--- src/rtl/nice_cfg_pkg.sv ---
// Shared types and constants for the NICE configuration master.
// No logic: state encoding, command record, opcode/funct3 values, instruction builder.
// Backpressure: n/a.
package nice_cfg_pkg;

  typedef enum logic [1:0] {
    ST_IDLE = 2'd0,
    ST_REQ  = 2'd1,
    ST_RSP  = 2'd2
  } state_t;

  localparam logic [6:0]  OPCODE_CUSTOM1 = 7'b0101011;
  localparam logic [2:0]  FUNCT3_CFG     = 3'b011;
  localparam logic [2:0]  FUNCT3_START   = 3'b010;
  localparam logic [31:0] TIMEOUT_DAT    = 32'hDEAD_0000;

  typedef struct packed {
    logic [6:0]  funct7;
    logic [2:0]  funct3;
    logic [31:0] rs1;
    logic [31:0] rs2;
  } cmd_t;

  // R-type layout with rd/rs1/rs2 register fields zeroed; operands travel on the rs buses.
  function automatic logic [31:0] build_instr(input cmd_t c, input logic [6:0] opcode);
    return {c.funct7, 5'b0, 5'b0, c.funct3, 5'b0, opcode};
  endfunction

endpackage

--- src/rtl/nice_cfg_fifo.sv ---
// Synchronous FIFO of command records, DEPTH a power of two >= 2.
// Latency: one cycle from push edge to non-empty; head is read combinationally.
// Backpressure: full blocks further pushes; push while full and pop while empty are ignored.
module nice_cfg_fifo
  import nice_cfg_pkg::*;
#(
  parameter int unsigned DEPTH = 4
) (
  input  logic clk,
  input  logic rst,
  input  logic push,
  input  cmd_t push_dat,
  input  logic pop,
  output cmd_t pop_dat,
  output logic full,
  output logic empty
);

  localparam int unsigned AW = $clog2(DEPTH);

  logic [AW-1:0] wr_ptr;
  logic [AW-1:0] rd_ptr;
  logic [AW:0]   count;
  cmd_t          mem [DEPTH];
  logic          do_push;
  logic          do_pop;

  assign do_push = push & ~full;
  assign do_pop  = pop & ~empty;
  assign full    = (count == (AW+1)'(DEPTH));
  assign empty   = (count == '0);
  assign pop_dat = mem[rd_ptr];

  // Pointers are exactly AW bits wide, so they wrap modulo DEPTH on their own.
  always_ff @(posedge clk or posedge rst) begin
    if (rst) begin
      wr_ptr <= '0;
      rd_ptr <= '0;
      count  <= '0;
    end else begin
      if (do_push) wr_ptr <= wr_ptr + 1'b1;
      if (do_pop)  rd_ptr <= rd_ptr + 1'b1;
      case ({do_push, do_pop})
        2'b10:   count <= count + 1'b1;
        2'b01:   count <= count - 1'b1;
        default: count <= count;
      endcase
    end
  end

  always_ff @(posedge clk) begin
    if (do_push) mem[wr_ptr] <= push_dat;
  end

endmodule

--- src/rtl/nice_cfg_master.sv ---
// Queues config/start commands and issues them one at a time on the NICE request/response channel.
// Latency: push into empty idle FIFO -> nice_req_valid high after the next edge; rsp_valid one cycle after response accept.
// Backpressure: cmd_ready low when FIFO full; request held until nice_req_ready; optional RSP timeout with NICE_CFG_TIMEOUT_EN.
module nice_cfg_master
  import nice_cfg_pkg::*;
#(
  parameter int unsigned FIFO_DEPTH = 4,
  parameter logic [6:0]  OPCODE     = OPCODE_CUSTOM1
) (
  input  logic        nice_clk,
  input  logic        nice_rst,
  input  logic        cmd_valid,
  output logic        cmd_ready,
  input  logic [6:0]  cmd_funct7,
  input  logic [2:0]  cmd_funct3,
  input  logic [31:0] cmd_rs1,
  input  logic [31:0] cmd_rs2,
  output logic        nice_req_valid,
  input  logic        nice_req_ready,
  output logic [31:0] nice_req_instr,
  output logic [31:0] nice_req_rs1,
  output logic [31:0] nice_req_rs2,
  input  logic        nice_rsp_multicyc_valid,
  output logic        nice_rsp_multicyc_ready,
  input  logic [31:0] nice_rsp_multicyc_dat,
  input  logic        nice_rsp_multicyc_err,
  output logic        rsp_valid,
  output logic [31:0] rsp_dat,
  output logic        rsp_err,
  output logic        busy
);

  state_t state;
  cmd_t   push_dat;
  cmd_t   head_dat;
  logic   fifo_full;
  logic   fifo_empty;
  logic   cmd_push;
  logic   cmd_pop;
  logic   init_done;

  assign push_dat  = '{funct7: cmd_funct7, funct3: cmd_funct3, rs1: cmd_rs1, rs2: cmd_rs2};
  assign cmd_ready = init_done & ~fifo_full;
  assign cmd_push  = cmd_valid & cmd_ready;
  assign cmd_pop   = (state == ST_IDLE) & ~fifo_empty;
  assign busy      = ~fifo_empty | (state != ST_IDLE);

  nice_cfg_fifo #(
    .DEPTH(FIFO_DEPTH)
  ) u_fifo (
    .clk      (nice_clk),
    .rst      (nice_rst),
    .push     (cmd_push),
    .push_dat (push_dat),
    .pop      (cmd_pop),
    .pop_dat  (head_dat),
    .full     (fifo_full),
    .empty    (fifo_empty)
  );

  // Keeps cmd_ready low while reset is held and until the first edge after release.
  always_ff @(posedge nice_clk or posedge nice_rst) begin
    if (nice_rst) init_done <= 1'b0;
    else          init_done <= 1'b1;
  end

`ifdef NICE_CFG_TIMEOUT_EN
  logic [7:0] to_cnt;
`endif

  always_ff @(posedge nice_clk or posedge nice_rst) begin
    if (nice_rst) begin
      state                   <= ST_IDLE;
      nice_req_valid          <= 1'b0;
      nice_req_instr          <= '0;
      nice_req_rs1            <= '0;
      nice_req_rs2            <= '0;
      nice_rsp_multicyc_ready <= 1'b0;
      rsp_valid               <= 1'b0;
      rsp_dat                 <= '0;
      rsp_err                 <= 1'b0;
`ifdef NICE_CFG_TIMEOUT_EN
      to_cnt                  <= '0;
`endif
    end else begin
      rsp_valid <= 1'b0;
      unique case (state)
        ST_IDLE: begin
          if (!fifo_empty) begin
            nice_req_instr <= build_instr(head_dat, OPCODE);
            nice_req_rs1   <= head_dat.rs1;
            nice_req_rs2   <= head_dat.rs2;
            nice_req_valid <= 1'b1;
            state          <= ST_REQ;
          end
        end
        ST_REQ: begin
          // Response ready only rises here, so a response coincident with this handshake is not seen.
          if (nice_req_valid && nice_req_ready) begin
            nice_req_valid          <= 1'b0;
            nice_rsp_multicyc_ready <= 1'b1;
            state                   <= ST_RSP;
`ifdef NICE_CFG_TIMEOUT_EN
            to_cnt                  <= '0;
`endif
          end
        end
        ST_RSP: begin
          if (nice_rsp_multicyc_valid && nice_rsp_multicyc_ready) begin
            rsp_dat                 <= nice_rsp_multicyc_dat;
            rsp_err                 <= nice_rsp_multicyc_err;
            rsp_valid               <= 1'b1;
            nice_rsp_multicyc_ready <= 1'b0;
            state                   <= ST_IDLE;
          end
`ifdef NICE_CFG_TIMEOUT_EN
          // Counter starts at 0 on entry, so the 255th silent RSP cycle gives up.
          else if (to_cnt == 8'd254) begin
            rsp_dat                 <= TIMEOUT_DAT;
            rsp_err                 <= 1'b1;
            rsp_valid               <= 1'b1;
            nice_rsp_multicyc_ready <= 1'b0;
            state                   <= ST_IDLE;
          end else begin
            to_cnt <= to_cnt + 8'd1;
          end
`endif
        end
        default: state <= ST_IDLE;
      endcase
    end
  end

endmodule

--- config.mk ---
export PLATFORM = sky130hd
export DESIGN_NAME = nice_cfg_master
export DESIGN_NICKNAME = d
export VERILOG_FILES = /design/src/rtl/nice_cfg_pkg.sv /design/src/rtl/nice_cfg_fifo.sv /design/src/rtl/nice_cfg_master.sv
export SDC_FILE = /design/constraint.sdc
export NUM_CORES = 1
export LEC_CHECK = 0
export BUFFER_PORTS_ARGS = -buffer_cell sky130_fd_sc_hd__buf_4
export CAP_MARGIN = 40
export CORE_AREA = 5 5 168 202
export DETAILED_ROUTE_END_ITERATION = 6
export DIE_AREA = 0 0 173 207
export PLACE_DENSITY = 0.82
export SYNTH_ARGS = -nofsm -noshare
export SYNTH_HDL_FRONTEND = slang
export SYNTH_HIERARCHICAL = 1
export SYNTH_SLANG_ARGS = --single-unit
--- constraint.sdc ---
create_clock -name nice_clk -period 5.3 [get_ports nice_clk]
set_input_delay 0.795 -clock nice_clk [delete_from_list [all_inputs] [get_ports nice_clk]]
set_output_delay 0.795 -clock nice_clk [all_outputs]
set_load 0.01 [all_outputs]
==> summary.md, run 1 <==
Routing
- **WL per Instance** 20.9 um
- **violation count after the first detailed-routing iteration** 408
- **post-detailed-route count of antenna-violating nets** 0
- **router iterations before antenna repair** 4
- **number of DRC violations after detailed routing** 0
- **total detailed-routing wirelength** 29.1 mm
- **via count** 7248
- **number of vias per cell** 5.22

CTS
- **CTS root buf** sky130_fd_sc_hd__clkbuf_16
- **clock transition at the register clock pins on the worst setup and hold paths after CTS** 0.06 ns
- **source-to-sink clock delay at the later pin of the worst-skew pair** 0.52 ns
- **# clock sinks** 417
- **TritonCTS clock tree** yes
- **H-tree depth** 2
- **Clock Path Buffers** 3
- **number of setup buffers added after CTS** 0
- **post-cts sizing count** 0
- **hold-fix buffers at CTS** 0
- **number of buffers inserted during clock tree synthesis** 40

Synth
- **share of synthesized area occupied by flip-flops and latches** 76.3%
- **Synth async-reset ratio** 29.0%
- **ys flop type** sky130_fd_sc_hd__edfxtp_1
- **Post-synth EDFFs** 296
- **number of warnings issued by yosys** 6
- **synthesized instance count** 703
- **Synth Cell Area** 15600 sq um
- **top cells by instance count after synthesis** sky130_fd_sc_hd__edfxtp_1 (296), sky130_fd_sc_hd__dfrtp_1 (121), sky130_fd_sc_hd__mux4_2 (74)
- **cell taking the most area after synthesis** sky130_fd_sc_hd__edfxtp_1
- **count leader, synth** sky130_fd_sc_hd__edfxtp_1
- **post-synth cell types** 34
- **number of synthesized register bits** 417
- **syn_area_per_cell** 22.2 sq um
- **fraction of post-synthesis cell area in the top cell type by area** 56.9%
- **leading post-synthesis cells by cell area** sky130_fd_sc_hd__edfxtp_1 (57%), sky130_fd_sc_hd__dfrtp_1 (19%), sky130_fd_sc_hd__mux4_2 (11%)

Worst setup path
- **sort of element at the start of the critical path** flip-flop
- **register-to-register path setup slack** 2.50 ns
- **max incr delay on CP** 0.71 ns
- **Worst Path Class, Setup** flip-flop to primary output
- **crit end category** primary output
- **worst reg2reg path endpoint** u_fifo/mem[1][44]$_DFFE_PP_
- **sum of buffers and inverters on the critical path** 1
- **cell chain of the critical path** nor3_1 > and2b_1 > nand2b_1 > buf_4
- **r2r worst-path depth** 6
- **CP top delay family** simple AND/OR/NAND/NOR gates
- **r2r startpoint** u_fifo/count[2]$_DFFE_PP0P_
- **Worst EP arrival** 2.21 ns
- **worst path required time** 4.51 ns
- **highest-delay cell along the critical path** sky130_fd_sc_hd__nor3_1
- **largest fanout of any net on the critical path** 5

Placed design
- **Post-Place Cells** 1317
- **Final HPWL DP** 19.3 mm
- **Port Buffers** 227
- **Final Wtd Congestion** 0.698

Power and ir drop
- **overall power of the completed layout** 10.3 mW
- **power per cell area** 542 nW/um^2
- **combinational cell fraction of total power** 28.2%
- **Worst VDD drop** 0.302 mV
- **part of the power in registers** 45.7%
- **leakage power total** 7.12 nW
- **switching share of power** 27.4%
- **net switching component of the power** 2.82 mW
- **clock group share of total power** 26.1%
- **Internal** 7.46 mW

Floorplan
- **number of I/O pins** 246
- **core region area** 31900 sq um
- **Die Span Y** 207 um
- **effective utilization at floorplan** 49.0%
- **standard-cell rows** 72
- **die area** 35800 sq um
- **die extent in x** 173 um

Final layout
- **Final Net Count** 1070
- **Layout Area Growth over Synthesis** 21.3%
- **final cell count without fillers** 1389
- **layout cells sized above 1** 45.7%
- **Inserted Diodes** 0

Outcome
- **status** finished clean

STA
- **# setup viols final** 0
- **Max Clk Rate** 333 MHz
- **transition time at the pin with the least slew margin** 0.829 ns
- **endpoints failing hold** 0
- **Setup TNS** 0 ns
- **post-layout min period** 3.00 ns
- **unrepaired setup endpoints after global routing** false
- **worst slew slack as a fraction of its limit** 44.3%
- **ratio of final minimum period to clock period** 56.6%
- **hold slack** 0.264 ns
- **setup clock skew after layout** 0.0114 ns
- **pins over their slew limit** 0

GRT
- **global-route congestion overflow total** 0
- **first-pass GRT wire length** 45.7 mm
- **Overall Global Routing Usage** 16.3%
- **vias in the first global route** 7966
- **number of antenna violations at the first check in global routing** 1
- **pin count of the biggest net entering global routing** 45

Worst hold path
- **type of the worst min-delay path** input pin to asynchronous set/reset pin

Flow run
- **# Max-Cap Violations** 0

==> worst reg2reg max path, delay by kind of cell, from the launching register on <==
family,cells,cell delay [ns]
simple gates,5,1.73
flops,1,0.44
buf+inv,1,0.30
==> registers in the layout, indices dropped and copies added (netlist names), 3 cells and up <==
name and cells:
u_fifo/mem 296, nice_req_instr 11, rsp_dat 32, nice_req_rs1 32
nice_req_rs2 32, u_fifo/count 3
==> stage by stage <==
step,cell area (sq um),utilization (%),setup WS (ns)
final,19000,59.4,2.30
after floorplan,15700,-,1.49
after CTS,19000,59.4,2.27
after global placement,17500,54.9,2.44
after global routing,19000,59.4,2.26
after detailed placement,17700,55.5,2.45
==> how the worst max path moves through the flow <==
stage | startpoint | end | slack [ns] | cells after the start
after floorplan | nice_rst | init_done$_DFF_PP0_ | 1.49 | 1
after global placement | cmd_valid | u_fifo/mem[1][43]$_DFFE_PP_ | 2.44 | 4
after detailed placement | cmd_valid | u_fifo/mem[2][45]$_DFFE_PP_ | 2.45 | 5
after CTS | u_fifo/count[0]$_DFFE_PP0P_ | busy | 2.27 | 4
after global routing | u_fifo/count[0]$_DFFE_PP0P_ | busy | 2.26 | 4
final | u_fifo/count[0]$_DFFE_PP0P_ | busy | 2.30 | 4
==> routing by layer <==
layer / GRT usage [%] / routed length, um / vias to the layer above
met5: 0 / 12 / -
met4: 5.20 / 728 / 2
met3: 4.30 / 2020 / 53
met2: 28.0 / 15000 / 244
met1: 20.3 / 11300 / 3709
li1: - / - / 3240
==> placed cells by master, fill, tap and decap left out, types with 4 or more instances in the layout <==
master	n
sky130_fd_sc_hd__buf_4	231
sky130_fd_sc_hd__conb_1	19
sky130_fd_sc_hd__dfrtp_1	119
sky130_fd_sc_hd__mux2_2	70
sky130_fd_sc_hd__mux2_1	38
sky130_fd_sc_hd__buf_16	4
sky130_fd_sc_hd__clkbuf_16	41
sky130_fd_sc_hd__ha_1	5
sky130_fd_sc_hd__and2_4	4
sky130_fd_sc_hd__mux4_2	74
sky130_fd_sc_hd__inv_1	9
sky130_fd_sc_hd__buf_12	5
sky130_fd_sc_hd__edfxtp_1	296
sky130_fd_sc_hd__clkbuf_1	16
sky130_fd_sc_hd__clkinv_2	5
==> power by group through the flow <==
| stage | Sequential, mW | Clock [mW] | Combinational [mW] |
|---|---|---|---|
| final | 4.70 | 2.69 | 2.89 |
| after global routing | 4.80 | 2.91 | 3.13 |
| after CTS | 4.72 | 2.76 | 2.97 |
| after detailed placement | 4.78 | 0 | 2.95 |
| after global placement | 4.81 | 0 | 2.74 |
| after floorplan | 4.74 | 0 | 1.84 |
==> cells by family after synthesis <==
family,share of synthesized area [%]
xor+xnor,0.336
simple gates,0.913
mux,18.5
flops,76.3
other cells,0.0481
compound gates,0.280
fa+ha+maj,0.529
buf+inv,3.09
==> cell type report <==
type,count,area (sq um)
Sequential cell,417,11900
Fill cell,2281,12900
Clock inverter,15,156
Tap cell,407,509
Inverter,10,40.0
Clock buffer,57,1090
Multi-Input combinational cell,243,3300
Timing Repair Buffer,240,1940
(Power assumes the default switching activity.)
==> run 2, diff against run 1 <==
PLACE_DENSITY = 0.85   (was 0.82)
clock period = 2.7 ns   (was 5.3 ns; I/O delays follow)
==> run 2 against run 1 <==
  * Global-route usage increased by 0.11 points
  * Final cell count up 0.86%
  * Count of clock-buffer cells in the layout fell by 7
  * Critical path depth up 7
  * Non-clock buffer count grew 8
  * Clock power increased by 120%
  * Cell area rose by 1.6%
  * Critical endpoint is now u_fifo/count[2]$_DFFE_PP0P_
  * Total power is 100% higher
==> summary.md, run 2 (synthesized netlist as in run 1, its figures left out) <==
Final layout
- **most frequent standard cell in the layout excluding fill and tap cells** sky130_fd_sc_hd__edfxtp_1
- **layout cells sized above 1** 47.6%, +1.9 points
- **register area** 11900 sq um, unchanged
- **Fill cells** 2252, -1.3%
- **Final Net Count** 1078, +0.75%
- **number of flip-flops in the largest register** 296, unchanged
- **Most flops, register** u_fifo/mem
- **final cell count without fillers** 1401, +0.86%
- **leading cell types in the layout, fill and taps excluded** sky130_fd_sc_hd__edfxtp_1 (296), sky130_fd_sc_hd__buf_4 (233), sky130_fd_sc_hd__dfrtp_1 (119)
- **total area of multi-input combinational cells** 3300 sq um, unchanged
- **Layout Area Growth over Synthesis** 23.3%

Floorplan
- **effective utilization at floorplan** 49.0%, unchanged
- **Die Span Y** 207 um, unchanged
- **die extent in x** 173 um, unchanged
- **core region area** 31900 sq um, unchanged
- **die area** 35800 sq um, unchanged
- **number of I/O pins** 246, unchanged
- **standard-cell rows** 72, unchanged

Routing
- **total detailed-routing wirelength** 29.3 mm, +0.82%
- **router iterations before antenna repair** 5, +1
- **violation count after the first detailed-routing iteration** 518, +27%
- **met2 wire length** 16.2 mm, +7.8%
- **number of DRC violations after detailed routing** 0, unchanged
- **via count** 7288, +0.55%
- **number of vias per cell** 5.20, -0.31%
- **post-detailed-route count of antenna-violating nets** 0, unchanged
- **uppermost metal layer occupied by signal nets** met4
- **wire length on met3** 1.29 mm, -36%
- **Routed met1 length** 11.1 mm, -2.2%
- **WL per Instance** 20.9 um, about the same

CTS
- **number of setup buffers added after CTS** 0, unchanged
- **TritonCTS clock tree** yes
- **# clock sinks** 417, unchanged
- **number of buffers inserted during clock tree synthesis** 40, unchanged
- **clock transition at the register clock pins on the worst setup and hold paths after CTS** 0.06 ns, about the same
- **Clock Path Buffers** 3, unchanged
- **CTS root buf** sky130_fd_sc_hd__clkbuf_16
- **H-tree depth** 2, unchanged
- **source-to-sink clock delay at the later pin of the worst-skew pair** 0.53 ns, about the same

Worst setup path
- **largest fanout of any net on the critical path** 7, +2
- **worst path required time** 3.15 ns, -1.36 ns
- **Worst Path Class, Setup** flip-flop to flip-flop
- **worst reg2reg path endpoint** u_fifo/count[2]$_DFFE_PP0P_
- **cell chain of the critical path** nor3b_1 > nor2b_1 > and2_1 > nor2b_1 > inv_1 > ha_1 > inv_1 > fa_1 > xor2_1 > nor2_1 > xor2_1
- **r2r worst-path depth** 11, +5
- **crit end category** flip-flop
- **max incr delay on CP** 0.43 ns, -0.28 ns
- **register-to-register path setup slack** 0.19 ns, -2.31 ns
- **r2r startpoint** u_fifo/count[0]$_DFFE_PP0P_
- **sort of element at the start of the critical path** flip-flop
- **highest-delay cell along the critical path** sky130_fd_sc_hd__dfrtp_1
- **Worst EP arrival** 2.96 ns, +0.75 ns

Flow run
- **# Max-Cap Violations** 0, unchanged

GRT
- **vias in the first global route** 8038, +0.90%
- **first-pass GRT wire length** 46.4 mm, +1.4%
- **global-route congestion overflow total** 0, unchanged
- **number of antenna violations at the first check in global routing** 1, unchanged
- **pin count of the biggest net entering global routing** 76, +69%
- **Overall Global Routing Usage** 16.4%, +0.11 points

STA
- **endpoints failing hold** 0, unchanged
- **transition time at the pin with the least slew margin** 0.649 ns, -0.180 ns
- **unrepaired setup endpoints after global routing** false
- **Setup TNS** 0 ns, unchanged
- **Max Clk Rate** 398 MHz
- **post-layout min period** 2.51 ns
- **setup clock skew after layout** 0.0122 ns, +0.000884 ns
- **ratio of final minimum period to clock period** 93.0%
- **pins over their slew limit** 0, unchanged
- **# setup viols final** 0, unchanged
- **worst slew slack as a fraction of its limit** 56.7%, +12 points

Placed design
- **Post-Place Cells** 1324, +0.53%
- **Final Wtd Congestion** 0.701, +0.39%
- **Port Buffers** 227, unchanged
- **Final HPWL DP** 19.0 mm, -1.4%

Power and ir drop
- **net switching component of the power** 5.69 mW, +100%
- **part of the power in registers** 43.7%, -2.0 points
- **Worst VDD drop** 0.730 mV, +140%
- **clock group share of total power** 28.3%, +2.2 points
- **power per cell area** 1090 nW/um^2, +100%
- **switching share of power** 27.2%, -0.22 points
- **Internal** 15.2 mW, +100%
- **combinational cell fraction of total power** 28.0%, -0.2 points
- **leakage power total** 7.27 nW, +2.1%

Worst hold path
- **Hold Path Sink** u_fifo/mem[3][63]$_DFFE_PP_
- **type of the worst min-delay path** input pin to flip-flop
- **Hold Path Stages** 1
- **startpoint of the lowest-slack hold path** cmd_rs1[31]

Outcome
- **status** finished clean

-- run 2: cell types whose count changed in the layout (fill, tap and decap cells not counted), sizes merged --
cell | before | now
buf | 240 | 247
clkbuf | 57 | 50
clkinv | 10 | 14
bufinv | 3 | 6
diode | 0 | 2
clkinvlp | 2 | 3
dlygate4sd3 | 0 | 1
inv | 10 | 11
-- run 2: area by class of cell --
class	count	area share (%)
inverter	10	0.214
antenna	2	0.0260
timing repair buffer	248	10.6
sequential	417	61.9
clock inverter	24	1.57
tap	407	2.64
clock buffer	50	5.93
multi-input combinational	243	17.1
-- run 2: per-stage QoR --
stage	worst slack, ns	power, mW	hold WS, ns	area [sq um]	utilization (%)
4_1_cts	0.202	21.3	0.0445	19300	60.4
6_report	0.188	20.9	0.0718	19300	60.4
2_1_floorplan	0.0456	12.9	0.208	15700	-
5_1_grt	0.0652	22.0	0.0490	19300	60.4
3_5_place_dp	0.214	15.3	0.389	17800	55.8
3_3_place_gp	0.326	15.0	0.376	17800	55.8
-- run 2: worst max-delay path by stage --
stage                                      startpoint                     endpoint  slack, ns  cells past startpoint
after floorplan           u_fifo/count[2]$_DFFE_PP0P_   u_fifo/mem[0][0]$_DFFE_PP_       0.05                      5
after global placement    u_fifo/count[0]$_DFFE_PP0P_  u_fifo/count[2]$_DFFE_PP0P_       0.33                     11
after detailed placement  u_fifo/count[0]$_DFFE_PP0P_  u_fifo/count[2]$_DFFE_PP0P_       0.21                     11
after CTS                 u_fifo/count[0]$_DFFE_PP0P_  u_fifo/count[2]$_DFFE_PP0P_       0.20                     11
after global routing      u_fifo/count[2]$_DFFE_PP0P_  u_fifo/count[2]$_DFFE_PP0P_       0.07                     11
final                     u_fifo/count[0]$_DFFE_PP0P_  u_fifo/count[2]$_DFFE_PP0P_       0.19                     11
-- run 2: power groups by stage --
stage          Combinational (mW)  Clock [mW]  Sequential, mW
5_1_grt                      6.34        6.36            9.31
3_5_place_dp                 5.98           0            9.30
6_report                     5.86        5.93            9.14
2_1_floorplan                3.61           0            9.28
3_3_place_gp                 5.82           0            9.21
4_1_cts                      6.02        6.08            9.18
-- run 2: what timing repair did --
action / CTS / global route
gates resized for setup: 0 / 0
hold endpoints to repair: 23 / 0
hold buffers: 1 / 0
-- run 2: per-layer routing --
metal  vias to the layer above  GRT usage, %
met5                         -             0
met4                         0          5.53
met1                      3771          19.5
li1                       3259             -
met3                        52          2.99
met2                       206          30.2
-- run 2: critical path: cells and delay by family (launching register included) --
kind	cells	cell delay, ns
and+or+nand+nor	5	0.91
adders and majority gates	2	0.61
DFF	1	0.43
xor gates and xnor gates	2	0.32
buffers and inverters	2	0.17
==> run 3, diff against run 2 <==
RECOVER_POWER = 50   (was default)
==> run 3 against run 2 <==
  * Count of clock-buffer cells in the layout did not move
  * First-iteration DRC count is 17% lower
  * Fmax is essentially flat
  * Sequential share of layout area up 1.2 points
  * Final cell count about the same
  * Critical path type unchanged
  * Critical endpoint unchanged
  * Largest power group unchanged
==> summary.md, run 3 (synthesized netlist as in run 1, its figures left out) <==
CTS
- **source-to-sink clock delay at the later pin of the worst-skew pair** 0.53 ns, about the same
- **TritonCTS clock tree** yes
- **# clock sinks** 417, unchanged
- **H-tree depth** 2, unchanged
- **CTS root buf** sky130_fd_sc_hd__clkbuf_16
- **clock transition at the register clock pins on the worst setup and hold paths after CTS** 0.06 ns, about the same
- **number of buffers inserted during clock tree synthesis** 40, unchanged
- **Clock Path Buffers** 3, unchanged

Power and ir drop
- **overall power of the completed layout** 20.8 mW, -0.74%
- **Worst VDD drop** 0.726 mV, -0.55%
- **power per cell area** 1100 nW/um^2, +1.2%
- **leakage power total** 6.93 nW, -4.7%

GRT
- **Overall Global Routing Usage** 16.4%, unchanged
- **vias in the first global route** 8038, unchanged
- **number of antenna violations at the first check in global routing** 1, unchanged
- **pin count of the biggest net entering global routing** 76, unchanged
- **first-pass GRT wire length** 46.4 mm, unchanged
- **global-route congestion overflow total** 0, unchanged

Outcome
- **status** finished clean

Routing
- **number of vias per cell** 5.20, about the same
- **WL per Instance** 20.9 um, about the same
- **total detailed-routing wirelength** 29.3 mm, about the same
- **via count** 7282, -0.082%
- **router iterations before antenna repair** 4, -1
- **post-detailed-route count of antenna-violating nets** 0, unchanged
- **number of DRC violations after detailed routing** 0, unchanged
- **violation count after the first detailed-routing iteration** 429, -17%

STA
- **setup clock skew after layout** 0.0129 ns, +0.000636 ns
- **worst slew slack as a fraction of its limit** 2.29%, -54 points
- **endpoints failing hold** 0, unchanged
- **pins over their slew limit** 0, unchanged
- **hold slack** 0.111 ns, +0.0394 ns
- **Max Clk Rate** 398 MHz, about the same
- **ratio of final minimum period to clock period** 93.0%, about the same
- **transition time at the pin with the least slew margin** 1.47 ns, +0.817 ns
- **unrepaired setup endpoints after global routing** false
- **Setup TNS** 0 ns, unchanged
- **post-layout min period** 2.51 ns, -0.000481 ns
- **# setup viols final** 0, unchanged

Worst setup path
- **r2r startpoint** u_fifo/count[0]$_DFFE_PP0P_
- **highest-delay cell along the critical path** sky130_fd_sc_hd__dfrtp_1
- **CP top delay family** simple AND/OR/NAND/NOR gates
- **Worst Path Class, Setup** flip-flop to flip-flop
- **crit end category** flip-flop
- **sort of element at the start of the critical path** flip-flop
- **sum of buffers and inverters on the critical path** 2, unchanged
- **worst reg2reg path endpoint** u_fifo/count[2]$_DFFE_PP0P_
- **cell chain of the critical path** nor3b_1 > nor2b_1 > and2_1 > nor2b_1 > inv_1 > ha_1 > inv_1 > fa_1 > xor2_1 > nor2_1 > xor2_1
- **critical path launch point** u_fifo/count[0]$_DFFE_PP0P_
- **r2r worst-path depth** 11, unchanged
- **worst path required time** 3.15 ns, about the same
- **largest fanout of any net on the critical path** 7, unchanged
- **max incr delay on CP** 0.43 ns, about the same
- **register-to-register path setup slack** 0.19 ns, about the same
- **Worst EP arrival** 2.96 ns, about the same

Placed design
- **Final HPWL DP** 19.0 mm, unchanged
- **Port Buffers** 227, unchanged
- **Post-Place Cells** 1324, unchanged
- **Final Wtd Congestion** 0.701, unchanged

Final layout
- **number of flip-flops in the largest register** 296, unchanged
- **leading cell types in the layout, fill and taps excluded** sky130_fd_sc_hd__edfxtp_1 (296), sky130_fd_sc_hd__buf_4 (139), sky130_fd_sc_hd__dfrtp_1 (119)
- **final cell count without fillers** 1400, -0.071%
- **Most flops, register** u_fifo/mem
- **Final Net Count** 1078, unchanged
- **most frequent standard cell in the layout excluding fill and tap cells** sky130_fd_sc_hd__edfxtp_1
- **layout cells sized above 1** 38.1%, -9.5 points
- **Layout Area Growth over Synthesis** 21.0%

Flow run
- **# Max-Cap Violations** 0, unchanged

Worst hold path
- **startpoint of the lowest-slack hold path** nice_rsp_multicyc_dat[15]
- **Hold Path Stages** 2, +1
- **type of the worst min-delay path** input pin to flip-flop
- **Hold Path Sink** rsp_dat[15]$_DFFE_PP0P_

Floorplan
- **Die Span Y** 207 um, unchanged
- **effective utilization at floorplan** 49.0%, unchanged
- **standard-cell rows** 72, unchanged
- **core region area** 31900 sq um, unchanged
- **number of I/O pins** 246, unchanged
- **die area** 35800 sq um, unchanged
- **die extent in x** 173 um, unchanged

-- run 3: changes by cell type in the layout (fill, tap and decap cells not counted), sizes merged --
cell,before,now
buf,247,152
clkbuf,50,144
diode,2,1
dlymetal6s4s,0,1
-- run 3: final cells by class --
class	instances	area, sq um
flip-flops and latches	417	11900
clock inverters	24	303
repair buffers	248	1680
fillers	2354	13000
clock buffers	50	1140
well taps	407	509
multi-input cells	243	3290
inverters	10	38.8
diodes	1	2.50
-- run 3: worst max path at each step --
stage / cells after the start / to
after floorplan: 5 / u_fifo/mem[0][0]$_DFFE_PP_
after global placement: 11 / u_fifo/count[2]$_DFFE_PP0P_
after detailed placement: 11 / u_fifo/count[2]$_DFFE_PP0P_
after CTS: 11 / u_fifo/count[2]$_DFFE_PP0P_
after global routing: 11 / u_fifo/count[2]$_DFFE_PP0P_
final: 11 / u_fifo/count[2]$_DFFE_PP0P_
-- run 3: metrics by stage --
step,area [sq um],utilization (%),worst slack [ns]
floorplan,15700,-,0.0456
global placement,17800,55.8,0.326
detailed placement,17800,55.8,0.214
CTS,19300,60.4,0.202
global route,18900,59.2,0.0652
finish,18900,59.2,0.189
-- run 3: power breakdown --
| group | internal [mW] | leakage, nW | switching (mW) |
|---|---|---|---|
| Combinational | 3.19 | 2.09 | 2.53 |
| Sequential | 8.30 | 4.13 | 0.830 |
| Clock | 3.61 | 0.710 | 2.31 |
-- run 3: timing repair --
item                      4_1_cts  5_1_grt
hold endpoints to repair       23        0
gates resized for setup         0        0
hold buffers                    1        0
setup buffers                   0        0
-- run 3: routing by layer --
layer | up-vias | wire, um | global-route usage [%]
met5 | - | 0 | 0
met4 | 0 | 829 | 5.53
met3 | 55 | 1320 | 2.99
met2 | 203 | 16200 | 30.2
met1 | 3767 | 11000 | 19.5
li1 | 3257 | - | -
